## src/rtl/mux_scan_pkg.sv

```systemverilog
// mux_scan_pkg: shared types and constants for the mux scan sequencer.
//   state_e   - sequencer states (IDLE, SETTLE, HOLD)
//   NUM_CH    - number of mux channels scanned (fixed at 4)
//   SEL_W     - width of the mux select
//   SEL_LAST  - select value of the last channel in a scan
package mux_scan_pkg;

   localparam int NUM_CH = 4;
   localparam int SEL_W  = 2;
   localparam logic [SEL_W-1:0] SEL_LAST = 2'd3;

   typedef enum logic [1:0] {
      IDLE   = 2'd0,
      SETTLE = 2'd1,
      HOLD   = 2'd2
   } state_e;

endpackage

```

## src/rtl/mux_scan_dwell_cnt.sv

```systemverilog
// mux_scan_dwell_cnt: loadable down-counter timing the dwell on each channel.
// Ports:
//   clk, rst_n  - clock, asynchronous active-low reset (clears count)
//   load        - load load_val (wins over dec)
//   dec         - decrement by one; saturates at zero
//   load_val    - value to load
//   cnt         - current count
//   zero        - cnt == 0
module mux_scan_dwell_cnt #(
   parameter int DWELL_W = 4
) (
   input  logic               clk,
   input  logic               rst_n,
   input  logic               load,
   input  logic               dec,
   input  logic [DWELL_W-1:0] load_val,
   output logic [DWELL_W-1:0] cnt,
   output logic               zero
);

   always_ff @(posedge clk or negedge rst_n) begin
      if (!rst_n)
         cnt <= '0;
      else if (load)
         cnt <= load_val;
      else if (dec && cnt != '0)
         cnt <= cnt - 1'b1;
   end

   assign zero = (cnt == '0);

endmodule

```

## src/rtl/mux_scan_sequencer.sv

```systemverilog
// mux_scan_sequencer: steps the select of a downstream 4:1 mux through all
// channels, holds each for dwell_cfg+1 cycles, samples the mux output at the
// end of each dwell and offers the four captured bits on a valid/ready port.
// Ports:
//   clk, rst_n      - clock, asynchronous active-low reset
//   start           - begins a scan when idle (dwell_cfg latched here)
//   abort           - cancels a scan in progress; ignored when idle
//   dwell_cfg       - dwell setting, cycles per channel = dwell_cfg+1
//   y_in            - mux output
//   sel             - mux select
//   busy            - scan in progress or result pending
//   samples         - bit i = y_in captured while sel == i
//   samples_valid   - result word valid
//   samples_ready   - consumer ready
// Build option: MUX_SCAN_AUTO_RESCAN_EN - after the result handshake, start
// the next scan immediately with the latched dwell instead of going idle.
module mux_scan_sequencer
   import mux_scan_pkg::*;
#(
   parameter int DWELL_W = 4
) (
   input  logic               clk,
   input  logic               rst_n,
   input  logic               start,
   input  logic               abort,
   input  logic [DWELL_W-1:0] dwell_cfg,
   input  logic               y_in,
   output logic [SEL_W-1:0]   sel,
   output logic               busy,
   output logic [NUM_CH-1:0]  samples,
   output logic               samples_valid,
   input  logic               samples_ready
);

   state_e             state;
   logic [DWELL_W-1:0] dwell_q;
   logic [DWELL_W-1:0] cnt;
   logic [DWELL_W-1:0] cnt_val;
   logic               cnt_zero;
   logic               cnt_load;
   logic               cnt_dec;
   logic               hs;
   logic               rescan;

   assign hs = samples_valid && samples_ready;

`ifdef MUX_SCAN_AUTO_RESCAN_EN
   assign rescan = 1'b1;
`else
   assign rescan = 1'b0;
`endif

   // Counter is loaded from the live input only on scan start; every later
   // reload uses the latched copy so dwell_cfg changes mid-scan are ignored.
   always_comb begin
      cnt_load = 1'b0;
      cnt_dec  = 1'b0;
      cnt_val  = dwell_q;
      if (!abort) begin
         case (state)
            IDLE: begin
               cnt_load = start;
               cnt_val  = dwell_cfg;
            end
            SETTLE: begin
               cnt_load = cnt_zero && (sel != SEL_LAST);
               cnt_dec  = !cnt_zero;
            end
            HOLD:    cnt_load = hs && rescan;
            default: ;
         endcase
      end
   end

   mux_scan_dwell_cnt #(.DWELL_W(DWELL_W)) u_cnt (
      .clk      (clk),
      .rst_n    (rst_n),
      .load     (cnt_load),
      .dec      (cnt_dec),
      .load_val (cnt_val),
      .cnt      (cnt),
      .zero     (cnt_zero)
   );

   always_ff @(posedge clk or negedge rst_n) begin
      if (!rst_n) begin
         state         <= IDLE;
         dwell_q       <= '0;
         sel           <= '0;
         busy          <= 1'b0;
         samples       <= '0;
         samples_valid <= 1'b0;
      end else if (abort) begin
         // Abort also blocks a simultaneous start in IDLE; samples are kept.
         state         <= IDLE;
         sel           <= '0;
         busy          <= 1'b0;
         samples_valid <= 1'b0;
      end else begin
         case (state)
            IDLE: begin
               sel <= '0;
               if (start) begin
                  dwell_q <= dwell_cfg;
                  busy    <= 1'b1;
                  state   <= SETTLE;
               end
            end
            SETTLE: begin
               if (cnt_zero) begin
                  samples[sel] <= y_in;
                  if (sel == SEL_LAST) begin
                     samples_valid <= 1'b1;
                     state         <= HOLD;
                  end else begin
                     sel <= sel + 2'd1;
                  end
               end
            end
            HOLD: begin
               if (hs) begin
                  samples_valid <= 1'b0;
                  sel           <= '0;
                  if (rescan) begin
                     state <= SETTLE;
                  end else begin
                     busy  <= 1'b0;
                     state <= IDLE;
                  end
               end
            end
            default: state <= IDLE;
         endcase
      end
   end

   logic unused_cnt;
   assign unused_cnt = ^cnt;

endmodule

```

## config.mk

```make
export PLATFORM = sky130hd
export DESIGN_NAME = mux_scan_sequencer
export DESIGN_NICKNAME = d
export VERILOG_FILES = /design/src/rtl/mux_scan_pkg.sv /design/src/rtl/mux_scan_dwell_cnt.sv /design/src/rtl/mux_scan_sequencer.sv
export SDC_FILE = /design/constraint.sdc
export NUM_CORES = 1
export LEC_CHECK = 0
export CORE_MARGIN = 2
export CORE_UTILIZATION = 55
export DETAILED_ROUTE_END_ITERATION = 10
export GPL_ROUTABILITY_DRIVEN = 0
export PLACE_DENSITY = 0.82
export REMOVE_ABC_BUFFERS = 1
export SETUP_SLACK_MARGIN = 0.1
export SYNTH_ARGS = -nofsm -noshare
export SYNTH_HDL_FRONTEND = slang
export SYNTH_HIERARCHICAL = 1
export SYNTH_SLANG_ARGS = --single-unit
```

## constraint.sdc

```tcl
create_clock -name clk -period 3.5 [get_ports clk]
set_input_delay 0.7 -clock clk [delete_from_list [all_inputs] [get_ports clk]]
set_output_delay 0.7 -clock clk [all_outputs]
set_load 0.02 [all_outputs]
```

==> metrics.txt, run 1 <==
# TYPE chip_impl_metric gauge
chip_impl_info{name="grt_setup_unrepaired",value="no"} 1
chip_impl_metric{name="total_leakage_power",unit="nW"} 0.546
chip_impl_metric{name="drtAntennaViolNets",unit=""} 0
chip_impl_info{name="tritoncts_clock_tree",value="done"} 1
chip_impl_metric{name="via_count_of_the_first_global_routing_pass",unit=""} 775
chip_impl_info{name="hold_path.startpoint",value="dwell_q[0]"} 1
chip_impl_info{name="worst-setup-path-type",value="flop to flop"} 1
chip_impl_metric{name="dpl.cell_count",unit=""} 135
chip_impl_metric{name="report.final.slew_viol_count",unit=""} 0
chip_impl_metric{name="syn_warnings",unit=""} 6
chip_impl_metric{name="max_stage_delay",unit="ns"} 0.44
chip_impl_metric{name="share_of_the_synthesized_area_in_compound_gates_ao_oa_aoi_oai",unit=""} 0.137
chip_impl_metric{name="min_delay_path_depth",unit=""} 1
chip_impl_info{name="clock-root-buffer",value="sky130_fd_sc_hd__clkbuf_4"} 1
chip_impl_metric{name="finish.net_count",unit=""} 130
chip_impl_metric{name="routed-via-count",unit=""} 780
chip_impl_info{name="reg_to_reg_end",value="u_cnt/cnt[3]"} 1
chip_impl_metric{name="synth.cell_area",unit="um2"} 1070
chip_impl_metric{name="detail_route.wl_per_cell",unit="um"} 13.9
chip_impl_info{name="startpoint_type",value="flop"} 1
chip_impl_metric{name="max_cap_viol_count",unit=""} 0
chip_impl_metric{name="yosys_register_bits",unit=""} 18
chip_impl_metric{name="via_per_inst",unit=""} 5.61
chip_impl_metric{name="die_height",unit="um"} 48.2
chip_impl_info{name="synth-main-ff-cell",value="sky130_fd_sc_hd__dfrtp_1"} 1
chip_impl_metric{name="synth.lib_cells_used.distinct",unit=""} 35
chip_impl_metric{name="final_hold_viols",unit=""} 0
chip_impl_info{name="crit_path_top_delay_cell",value="sky130_fd_sc_hd__dfrtp_1"} 1
chip_impl_metric{name="synthesis.area_per_instance",unit="um2"} 11.2
chip_impl_info{name="most_common_cell_after_layout_fill_and_taps_aside",value="sky130_fd_sc_hd__dfrtp_1"} 1
chip_impl_metric{name="timing.final.crit_period",unit="ns"} 2.53
chip_impl_metric{name="cts.sinks",unit=""} 18
chip_impl_metric{name="fin_crit_sh",unit=""} 0.722
chip_impl_metric{name="setup_tns",unit="ns"} 0
chip_impl_info{name="hp-class",value="flop to flop"} 1
chip_impl_metric{name="number_of_hold_buffers_added_after_cts",unit=""} 0
chip_impl_metric{name="clock_slew_seen_by_the_registers_of_the_worst_setup_and_hold_paths",unit="ns"} 0.11
chip_impl_metric{name="post_synth_mux_area_share",unit=""} 0.140
chip_impl_metric{name="synthArstFlopShare",unit=""} 1.00
chip_impl_info{name="worstPathCellList",value="inv_1 -> ha_1 -> nor3b_2 -> nor4bb_1 -> buf_4 -> a21o_1 -> nor3_1 -> a221o_1"} 1
chip_impl_info{name="run_status",value="finished clean"} 1
chip_impl_metric{name="synth_enable_flop_cells",unit=""} 0
chip_impl_metric{name="layout-area-overhead-vs-synth",unit="%"} 19.3
chip_impl_metric{name="irDropWorstVdd",unit="mV"} 0.296
chip_impl_metric{name="fp.coreArea",unit="um2"} 1780
chip_impl_metric{name="top_ports",unit=""} 18
chip_impl_metric{name="design.die.area",unit="um2"} 2320
chip_impl_metric{name="timing.critical_path.required",unit="ns"} 3.68
chip_impl_metric{name="critical_path_peak_fanout",unit=""} 10
chip_impl_metric{name="portBuffers",unit=""} 17
chip_impl_metric{name="synth_xor_area_frac",unit=""} 0
chip_impl_metric{name="clk_latency",unit="ns"} 0.29
chip_impl_metric{name="initial_core_util",unit=""} 0.601
chip_impl_metric{name="worst_pin_slew",unit="ns"} 0.801
chip_impl_metric{name="gr_overflow_total",unit=""} 0
chip_impl_metric{name="insertedDiodeCount",unit=""} 0
chip_impl_metric{name="drt_pre_antenna_iters",unit=""} 4
chip_impl_metric{name="finalSetupViolations",unit=""} 0
chip_impl_info{name="synth_top_family_by_area",value="simple AND/OR/NAND/NOR gates"} 1
chip_impl_metric{name="synth_fa_ha_area_frac",unit=""} 0.0583
chip_impl_metric{name="dp_hpwl",unit="mm"} 1.52
chip_impl_metric{name="synth_simple_gate_area_share",unit=""} 0.181
chip_impl_metric{name="remaining_drc_errors",unit=""} 0
chip_impl_metric{name="cp_data_arrival_time",unit="ns"} 2.71
chip_impl_metric{name="grt_start_max_net_pins",unit=""} 19
chip_impl_metric{name="cts_buffers",unit=""} 3
chip_impl_metric{name="max_slew_margin",unit=""} 0.464
chip_impl_metric{name="placement_rows",unit=""} 15
chip_impl_metric{name="reg2reg_setup_slack",unit="ns"} 0.97
chip_impl_info{name="whs_endpoint",value="dwell_q[0]"} 1
chip_impl_metric{name="grt_first_pass_wirelength",unit="mm"} 3.20
chip_impl_metric{name="drive_above_1_share",unit=""} 0.246
chip_impl_metric{name="yosysSeqAreaShare",unit=""} 0.420
chip_impl_metric{name="worstRegToRegCells",unit=""} 8
chip_impl_metric{name="f_max",unit="GHz"} 0.396
chip_impl_metric{name="synth_cells",unit=""} 96
chip_impl_metric{name="initialDrtViolationCount",unit=""} 7
chip_impl_metric{name="grt_usage",unit=""} 0.192
chip_impl_metric{name="cellPowerDensity",unit="nW/um2"} 502
chip_impl_metric{name="fin_skew",unit="ns"} 0.00346
chip_impl_metric{name="cts_resized",unit=""} 0
chip_impl_info{name="most-common-layout-cells",value="sky130_fd_sc_hd__dfrtp_1, sky130_fd_sc_hd__clkdlybuf4s50_1, sky130_fd_sc_hd__mux2_2"} 1
chip_impl_info{name="crit-reg2reg-launch",value="u_cnt/cnt[0]"} 1
chip_impl_metric{name="final_cell_count_no_fill",unit=""} 139
chip_impl_metric{name="die_width",unit="um"} 48.2
chip_impl_metric{name="grt_antenna_before_repair",unit=""} 0
chip_impl_metric{name="max-clock-path-buffers",unit=""} 2
chip_impl_info{name="crit_path_end_kind",value="flop"} 1
chip_impl_metric{name="cts_max_level",unit=""} 1
chip_impl_metric{name="postRouteWirelength",unit="mm"} 1.93
chip_impl_metric{name="count_of_buffers_added_by_post_cts_timing_repair_for_setup",unit=""} 0
## worst max-delay path by stage
stage / startpoint / end / slack (ns) / cells past startpoint
final: u_cnt/cnt[0] / u_cnt/cnt[3] / 0.97 / 8
after global routing: u_cnt/cnt[0] / u_cnt/cnt[3] / 0.73 / 8
after CTS: u_cnt/cnt[0] / u_cnt/cnt[3] / 0.98 / 8
after detailed placement: abort / u_cnt/cnt[1] / 0.85 / 6
after global placement: abort / u_cnt/cnt[1] / 0.87 / 6
after floorplan: u_cnt/cnt[0] / u_cnt/cnt[3] / 0.76 / 7
## per-layer routing
layer	global-route usage	routed length (um)	vias up
met5	0	0	-
met4	0.0270	8	0
met3	0.0370	42	2
met2	0.374	1010	14
met1	0.217	877	383
li1	-	-	381
## power by group
group	total (mW)	internal, mW	switching (mW)
clock	0.129	0.0632	0.0654
combinational	0.217	0.117	0.101
sequential	0.296	0.253	0.0427
## cell usage after synthesis, drive strengths merged, types with 2 or more instances
cell   number  share of area
buf         5          0.043
o21ai       5          0.023
nor2b       2          0.014
ha          5          0.058
a21o        2          0.014
nor4b       2          0.022
nor3        4          0.019
a21oi       5          0.023
inv         6          0.021
nor2        4          0.014
dfrtp      18           0.42
mux2       12           0.14
nand2       9          0.041
nor3b       3          0.030
## per-stage QoR
| stage | hold slack, ns | setup WS (ns) | power (mW) | cell area (um2) | utilization |
|---|---|---|---|---|---|
| finish | 0.520 | 0.972 | 0.642 | 1280 | 0.717 |
| detailed placement | 0.496 | 0.850 | 0.516 | 1240 | 0.697 |
| floorplan | 0.404 | 0.764 | 0.436 | 1030 | - |
| CTS | 0.524 | 0.984 | 0.645 | 1280 | 0.717 |
| global placement | 0.488 | 0.868 | 0.505 | 1240 | 0.697 |
| global route | 0.549 | 0.730 | 0.682 | 1280 | 0.717 |
## state kept, by name, indices dropped and copies added (netlist names)
register / flops
busy: 1
dwell_q: 4
samples: 4
samples_valid: 1
sel: 2
state: 2
u_cnt/cnt: 4
## cell type report
cell class              count  area (um2)
inverters                   6        22.5
multi-input cells          67         553
well taps                  25        31.3
flip-flops and latches     18         450
repair buffers             19         185
fillers                   143         504
clock buffers               4        36.3
## cells by family after synthesis
logic type,Yosys count
adders and majority gates,5
buffers and inverters,11
DFF,18
and+or+nand+nor,29
muxes,12
AOI/OAI and AO/OA,21
## worst max-delay path: cells and delay by family, from the launching register on
family / cells / cell delay [ns]
flops: 1 / 0.44
compound gates: 2 / 0.64
simple gates: 3 / 0.85
buf+inv: 2 / 0.29
fa+ha+maj: 1 / 0.20
Power figures use the tool's default switching activity.
==> run 2, diff against run 1 <==
CORE_UTILIZATION = 51   (was 55)
PLACE_DENSITY = 0.77   (was 0.82)
clock period = 2.37 ns   (was 3.5 ns; I/O delays follow)
==> metrics.txt, run 2 (synthesized netlist as in run 1, its figures left out) <==
# TYPE chip_impl_metric gauge
chip_impl_metric{name="final_hold_viols",unit=""} 0
chip_impl_metric{name="insertedDiodeCount",unit=""} 0
chip_impl_metric{name="postRouteWirelength",unit="mm"} 2.05
chip_impl_metric{name="grt_antenna_before_repair",unit=""} 0
chip_impl_metric{name="gr_overflow_total",unit=""} 0
chip_impl_metric{name="grt_usage",unit=""} 0.185
chip_impl_metric{name="sw_frac_of_total",unit=""} 0.322
chip_impl_info{name="timing.critical_path.from",value="u_cnt/cnt[0]"} 1
chip_impl_metric{name="via_per_inst",unit=""} 5.39
chip_impl_metric{name="clk_latency",unit="ns"} 0.29
chip_impl_metric{name="grt_start_max_net_pins",unit=""} 19
chip_impl_metric{name="top_ports",unit=""} 18
chip_impl_metric{name="layout-area-overhead-vs-synth",unit="%"} 27.1
chip_impl_metric{name="fp.coreArea",unit="um2"} 1980
chip_impl_metric{name="detail_route.wl_per_cell",unit="um"} 13.8
chip_impl_metric{name="timing.critical_path.required",unit="ns"} 2.55
chip_impl_metric{name="max_slew_margin",unit=""} 0.723
chip_impl_metric{name="total_leakage_power",unit="nW"} 0.590
chip_impl_metric{name="seq_power_share",unit=""} 0.447
chip_impl_metric{name="routed-via-count",unit=""} 803
chip_impl_metric{name="cts_buffers",unit=""} 3
chip_impl_metric{name="design.die.area",unit="um2"} 2490
chip_impl_info{name="clock-root-buffer",value="sky130_fd_sc_hd__clkbuf_4"} 1
chip_impl_metric{name="cts_max_level",unit=""} 1
chip_impl_metric{name="timing.final.crit_period",unit="ns"} 2.14
chip_impl_metric{name="number_of_hold_buffers_added_after_cts",unit=""} 0
chip_impl_metric{name="die_height",unit="um"} 49.9
chip_impl_metric{name="cellPowerDensity",unit="nW/um2"} 730
chip_impl_metric{name="portBuffers",unit=""} 17
chip_impl_metric{name="irDropWorstVdd",unit="mV"} 0.517
chip_impl_metric{name="finalSetupViolations",unit=""} 0
chip_impl_metric{name="p_comb_frac",unit=""} 0.364
chip_impl_metric{name="remaining_drc_errors",unit=""} 0
chip_impl_info{name="endpoint",value="u_cnt/cnt[3]"} 1
chip_impl_info{name="worst-setup-path-type",value="flop to flop"} 1
chip_impl_metric{name="max-clock-path-buffers",unit=""} 2
chip_impl_metric{name="cell_internal_pwr",unit="mW"} 0.674
chip_impl_metric{name="drtAntennaViolNets",unit=""} 0
chip_impl_metric{name="fin_crit_sh",unit=""} 0.904
chip_impl_metric{name="final_core_utilization",unit=""} 0.688
chip_impl_info{name="run_status",value="finished clean"} 1
chip_impl_metric{name="reg2reg_setup_slack",unit="ns"} 0.23
chip_impl_info{name="reg_to_reg_end",value="u_cnt/cnt[3]"} 1
chip_impl_metric{name="report.final.slew_viol_count",unit=""} 0
chip_impl_metric{name="placement_rows",unit=""} 16
chip_impl_metric{name="worstRegToRegCells",unit=""} 7
chip_impl_metric{name="max_cap_viol_count",unit=""} 0
chip_impl_metric{name="f_max",unit="GHz"} 0.467
chip_impl_metric{name="grt_first_pass_wirelength",unit="mm"} 3.42
chip_impl_info{name="most_common_cell_after_layout_fill_and_taps_aside",value="sky130_fd_sc_hd__dfrtp_1"} 1
chip_impl_info{name="most-common-layout-cells",value="sky130_fd_sc_hd__dfrtp_1, sky130_fd_sc_hd__clkdlybuf4s50_1, sky130_fd_sc_hd__buf_4"} 1
chip_impl_metric{name="drive_above_1_share",unit=""} 0.303
chip_impl_metric{name="die_width",unit="um"} 49.9
chip_impl_info{name="crit_path_end_kind",value="flop"} 1
chip_impl_info{name="grt_setup_unrepaired",value="no"} 1
chip_impl_metric{name="via_count_of_the_first_global_routing_pass",unit=""} 827
chip_impl_metric{name="dpl.cell_count",unit=""} 143
chip_impl_metric{name="worst_pin_slew",unit="ns"} 0.405
chip_impl_metric{name="final_cell_count_no_fill",unit=""} 149
chip_impl_metric{name="clkPwrFrac",unit=""} 0.189
chip_impl_metric{name="cts.sinks",unit=""} 18
chip_impl_metric{name="clock_slew_seen_by_the_registers_of_the_worst_setup_and_hold_paths",unit="ns"} 0.11
chip_impl_info{name="hp-class",value="input port to asynchronous set/reset pin"} 1
chip_impl_metric{name="power_switching",unit="mW"} 0.321
chip_impl_metric{name="dp_hpwl",unit="mm"} 1.54
chip_impl_metric{name="fin_skew",unit="ns"} 0.00482
chip_impl_metric{name="finish.net_count",unit=""} 138
chip_impl_metric{name="critical_path_peak_fanout",unit=""} 6
chip_impl_info{name="startpoint_type",value="flop"} 1
chip_impl_metric{name="cp_data_arrival_time",unit="ns"} 2.32
chip_impl_info{name="tritoncts_clock_tree",value="done"} 1
chip_impl_metric{name="initialDrtViolationCount",unit=""} 9
chip_impl_metric{name="drt_pre_antenna_iters",unit=""} 2
chip_impl_info{name="reg_top3",value="dwell_q: 4 flops, samples: 4 flops, u_cnt/cnt: 4 flops"} 1
chip_impl_metric{name="initial_core_util",unit=""} 0.541
chip_impl_info{name="crit-reg2reg-launch",value="u_cnt/cnt[0]"} 1
-- run 2: cell count changes in the layout (fill, tap and decap cells not counted) --
cell                       delta
sky130_fd_sc_hd__buf_4        +8
sky130_fd_sc_hd__nor3b_4      +1
sky130_fd_sc_hd__nor4bb_1     -1
sky130_fd_sc_hd__nor4bb_4     +1
sky130_fd_sc_hd__nor3b_2      -1
-- run 2: cell type report --
type	count	area, um2
Inverter	6	22.5
Tap cell	27	33.8
Timing Repair Buffer	27	245
Sequential cell	18	450
Clock buffer	4	36.3
Multi-Input combinational cell	67	574
Fill cell	150	619
-- run 2: how the worst min path moves through the flow --
stage,endpoint,slack (ns),cells past startpoint,start
6_report,samples[3],0.51,2,rst_n
5_1_grt,samples_valid,0.51,2,rst_n
4_1_cts,samples[3],0.51,2,rst_n
3_5_place_dp,dwell_q[0],0.49,1,dwell_q[0]
3_3_place_gp,dwell_q[2],0.49,1,dwell_q[2]
2_1_floorplan,busy,0.18,0,rst_n
-- run 2: power groups by stage --
stage | Combinational, mW | Sequential [mW] | Clock [mW]
after floorplan | 0.189 | 0.454 | 0
final | 0.362 | 0.444 | 0.188
after CTS | 0.345 | 0.445 | 0.196
after global routing | 0.398 | 0.457 | 0.208
after global placement | 0.321 | 0.439 | 0
after detailed placement | 0.336 | 0.446 | 0
-- run 2: repair_timing --
item | CTS | global route
buffers inserted | 0 | 2
gates resized for setup | 1 | 2
endpoints found under the hold margin | 0 | 0
pin swaps | 0 | 1
setup endpoints to repair | 1 | 8
-- run 2: worst max-delay path, stage by stage (launching register included) --
cell and delay, ns:
sky130_fd_sc_hd__dfrtp_1 0.42, sky130_fd_sc_hd__inv_1 0.07, sky130_fd_sc_hd__ha_1 0.22, sky130_fd_sc_hd__nor3b_4 0.31, sky130_fd_sc_hd__nor4bb_4 0.35, sky130_fd_sc_hd__a21o_1 0.25
sky130_fd_sc_hd__nor3_1 0.08, sky130_fd_sc_hd__a221o_1 0.32
-- run 2: routing by layer --
| layer | routed length (um) | global-route usage | up-vias |
|---|---|---|---|
| met3 | 55 | 0.0364 | 2 |
| met5 | 0 | 0 | - |
| met4 | 23 | 0.0972 | 0 |
| li1 | - | - | 394 |
| met2 | 1080 | 0.327 | 10 |
| met1 | 886 | 0.208 | 397 |
-- run 2: stage by stage --
stage	TNS (ns)	power, mW	setup WS [ns]	hold WS, ns	cell area [um2]
after floorplan	-1.19	0.643	-0.366	0.178	1030
after global placement	0	0.759	0.162	0.486	1290
after detailed placement	0	0.781	0.0853	0.493	1290
after CTS	0	0.985	0.145	0.506	1330
after global routing	0	1.06	0.0553	0.512	1360
final	0	0.994	0.228	0.506	1360
==> run 3, diff against run 2 <==
CTS_BUF_LIST = sky130_fd_sc_hd__clkbuf_8 sky130_fd_sc_hd__clkbuf_16   (was default)
==> metrics.txt, run 3 (synthesized netlist as in run 1, its figures left out) <==
# TYPE chip_impl_metric gauge
chip_impl_info{name="run_status",value="finished clean"} 1
chip_impl_metric{name="max_cap_viol_count",unit=""} 0
chip_impl_info{name="hp-class",value="flop to flop"} 1
chip_impl_metric{name="worst_pin_slew",unit="ns"} 0.405
chip_impl_metric{name="fp.coreArea",unit="um2"} 1980
chip_impl_info{name="most_common_cell_after_layout_fill_and_taps_aside",value="sky130_fd_sc_hd__dfrtp_1"} 1
chip_impl_metric{name="gr_overflow_total",unit=""} 0
chip_impl_metric{name="p_comb_frac",unit=""} 0.348
chip_impl_info{name="startpoint_type",value="flop"} 1
chip_impl_metric{name="design.die.area",unit="um2"} 2490
chip_impl_metric{name="grt_first_pass_wirelength",unit="mm"} 3.53
chip_impl_metric{name="remaining_drc_errors",unit=""} 0
chip_impl_info{name="reg_top3",value="dwell_q: 4 flops, samples: 4 flops, u_cnt/cnt: 4 flops"} 1
chip_impl_info{name="worstPathCellList",value="inv_1 -> ha_1 -> nor3b_4 -> nor4bb_4 -> a21o_1 -> nor3_1 -> a221o_1"} 1
chip_impl_metric{name="layout-area-overhead-vs-synth",unit="%"} 28.8
chip_impl_metric{name="sw_frac_of_total",unit=""} 0.315
chip_impl_metric{name="final_cell_area",unit="um2"} 1380
chip_impl_metric{name="critical_path_peak_fanout",unit=""} 6
chip_impl_metric{name="drt_pre_antenna_iters",unit=""} 4
chip_impl_metric{name="portBuffers",unit=""} 17
chip_impl_metric{name="final_hold_viols",unit=""} 0
chip_impl_metric{name="max_slew_margin",unit=""} 0.723
chip_impl_metric{name="grt_start_max_net_pins",unit=""} 19
chip_impl_metric{name="total_leakage_power",unit="nW"} 0.597
chip_impl_metric{name="clk_latency",unit="ns"} 0.25
chip_impl_metric{name="fin_crit_sh",unit=""} 0.910
chip_impl_metric{name="setup_tns",unit="ns"} 0
chip_impl_info{name="critical_path_s_top_delay_family",value="simple AND/OR/NAND/NOR gates"} 1
chip_impl_metric{name="postRouteWirelength",unit="mm"} 2.10
chip_impl_metric{name="dp_hpwl",unit="mm"} 1.54
chip_impl_metric{name="cts.sinks",unit=""} 18
chip_impl_metric{name="cts_buffers",unit=""} 3
chip_impl_info{name="grt_setup_unrepaired",value="no"} 1
chip_impl_metric{name="fin_skew",unit="ns"} 0.00350
chip_impl_metric{name="irDropWorstVdd",unit="mV"} 0.539
chip_impl_metric{name="max-clock-path-buffers",unit=""} 2
chip_impl_metric{name="multi_input_area",unit="um2"} 574
chip_impl_metric{name="initialDrtViolationCount",unit=""} 20
chip_impl_metric{name="cell_internal_pwr",unit="mW"} 0.729
chip_impl_metric{name="design_power_total",unit="mW"} 1.06
chip_impl_metric{name="placement_rows",unit=""} 16
chip_impl_metric{name="routed-via-count",unit=""} 809
chip_impl_metric{name="report.final.slew_viol_count",unit=""} 0
chip_impl_metric{name="final_core_utilization",unit=""} 0.697
chip_impl_metric{name="insertedDiodeCount",unit=""} 0
chip_impl_info{name="clock-root-buffer",value="sky130_fd_sc_hd__clkbuf_8"} 1
chip_impl_metric{name="post_dp_cell_area",unit="um2"} 1290
chip_impl_metric{name="power_switching",unit="mW"} 0.335
chip_impl_metric{name="max_stage_delay",unit="ns"} 0.41
chip_impl_metric{name="grt_antenna_before_repair",unit=""} 0
chip_impl_metric{name="detail_route.wl_per_cell",unit="um"} 14.1
chip_impl_info{name="most-common-layout-cells",value="sky130_fd_sc_hd__dfrtp_1, sky130_fd_sc_hd__clkdlybuf4s50_1, sky130_fd_sc_hd__buf_4"} 1
chip_impl_metric{name="number_of_hold_buffers_added_after_cts",unit=""} 0
chip_impl_metric{name="grt_usage",unit=""} 0.188
chip_impl_metric{name="via_count_of_the_first_global_routing_pass",unit=""} 825
chip_impl_metric{name="top_ports",unit=""} 18
chip_impl_metric{name="ff_latch_area",unit="um2"} 450
chip_impl_metric{name="nFillCells",unit=""} 143
chip_impl_metric{name="cellPowerDensity",unit="nW/um2"} 770
chip_impl_info{name="tritoncts_clock_tree",value="done"} 1
chip_impl_metric{name="seq_power_share",unit=""} 0.419
chip_impl_metric{name="drive_above_1_share",unit=""} 0.303
chip_impl_metric{name="timing.critical_path.required",unit="ns"} 2.50
chip_impl_metric{name="critical_path.n_buffers_inverters",unit=""} 1
chip_impl_metric{name="clkPwrFrac",unit=""} 0.233
chip_impl_info{name="worst-setup-path-type",value="flop to flop"} 1
chip_impl_metric{name="finish.net_count",unit=""} 138
chip_impl_info{name="crit_path_top_delay_cell",value="sky130_fd_sc_hd__dfrtp_1"} 1
chip_impl_metric{name="via_per_inst",unit=""} 5.43
chip_impl_metric{name="f_max",unit="GHz"} 0.464
chip_impl_metric{name="postLayoutSetupSlackWorst",unit="ns"} 0.213
chip_impl_metric{name="cts_max_level",unit=""} 1
chip_impl_metric{name="die_height",unit="um"} 49.9
chip_impl_metric{name="initial_core_util",unit=""} 0.541
chip_impl_metric{name="place_worst_setup_slack",unit="ns"} 0.0853
chip_impl_metric{name="cp_data_arrival_time",unit="ns"} 2.29
chip_impl_metric{name="timing.final.crit_period",unit="ns"} 2.16
chip_impl_metric{name="clock_slew_seen_by_the_registers_of_the_worst_setup_and_hold_paths",unit="ns"} 0.07
chip_impl_metric{name="die_width",unit="um"} 49.9
chip_impl_info{name="crit_path_end_kind",value="flop"} 1
chip_impl_metric{name="finalSetupViolations",unit=""} 0
chip_impl_metric{name="drtAntennaViolNets",unit=""} 0
run 3: cell counts in the layout (fill, tap and decap cells not counted):
Identical to the previous run, type by type.
run 3: area by class of cell:
class / count / share of cell area
multi-input combinational: 67 / 0.416
sequential: 18 / 0.326
timing repair buffer: 27 / 0.178
clock buffer: 4 / 0.0399
tap: 27 / 0.0245
inverter: 6 / 0.0163
run 3: power by group through the flow:
stage	Sequential [mW]	Combinational, mW	Clock, mW
6_report	0.446	0.370	0.248
5_1_grt	0.457	0.401	0.270
4_1_cts	0.446	0.349	0.255
3_5_place_dp	0.446	0.336	0
3_3_place_gp	0.439	0.321	0
2_1_floorplan	0.454	0.189	0
run 3: timing repair:
item / 4_1_cts / 5_1_grt
pin swaps: 0 / 1
gates cloned: 0 / 0
endpoints found under the setup margin: 1 / 8
resized for setup: 1 / 2
setup buffers: 0 / 2
run 3: metal layers:
layer,part of all wire,vias up,GRT usage
li1,-,397,-
met1,0.44,389,0.218
met2,0.52,21,0.353
met3,0.035,2,0.0273
met4,0.0033,0,0.0556
met5,0,-,0
run 3: worst paths after layout:
path	from	endpoint	slack [ns]	depth (start not counted)
min in group asynchronous	rst_n	samples[3]	0.55	2
worst min register to register	dwell_q[2]	dwell_q[2]	0.51	1
worst min-delay path	dwell_q[2]	dwell_q[2]	0.51	1
worst max-delay path	u_cnt/cnt[0]	u_cnt/cnt[3]	0.21	7
worst max register to register	u_cnt/cnt[0]	u_cnt/cnt[3]	0.21	7
max in group asynchronous	rst_n	dwell_q[3]	1.62	2
run 3: stage by stage:
step | hold slack, ns | std cells
after floorplan | 0.178 | 91
after global placement | 0.486 | 143
after detailed placement | 0.493 | 143
after CTS | 0.510 | 147
after global routing | 0.523 | 149
final | 0.508 | 149
run 3: worst reg2reg max path, delay by kind of cell, from the launching register on:
| kind | cells | cell delay (ns) |
|---|---|---|
| AO/OA/AOI/OAI | 2 | 0.56 |
| adder cells (fa/ha/maj) | 1 | 0.23 |
| buffers and inverters | 1 | 0.08 |
| flip-flops | 1 | 0.41 |
| AND/OR/NAND/NOR | 3 | 0.77 |
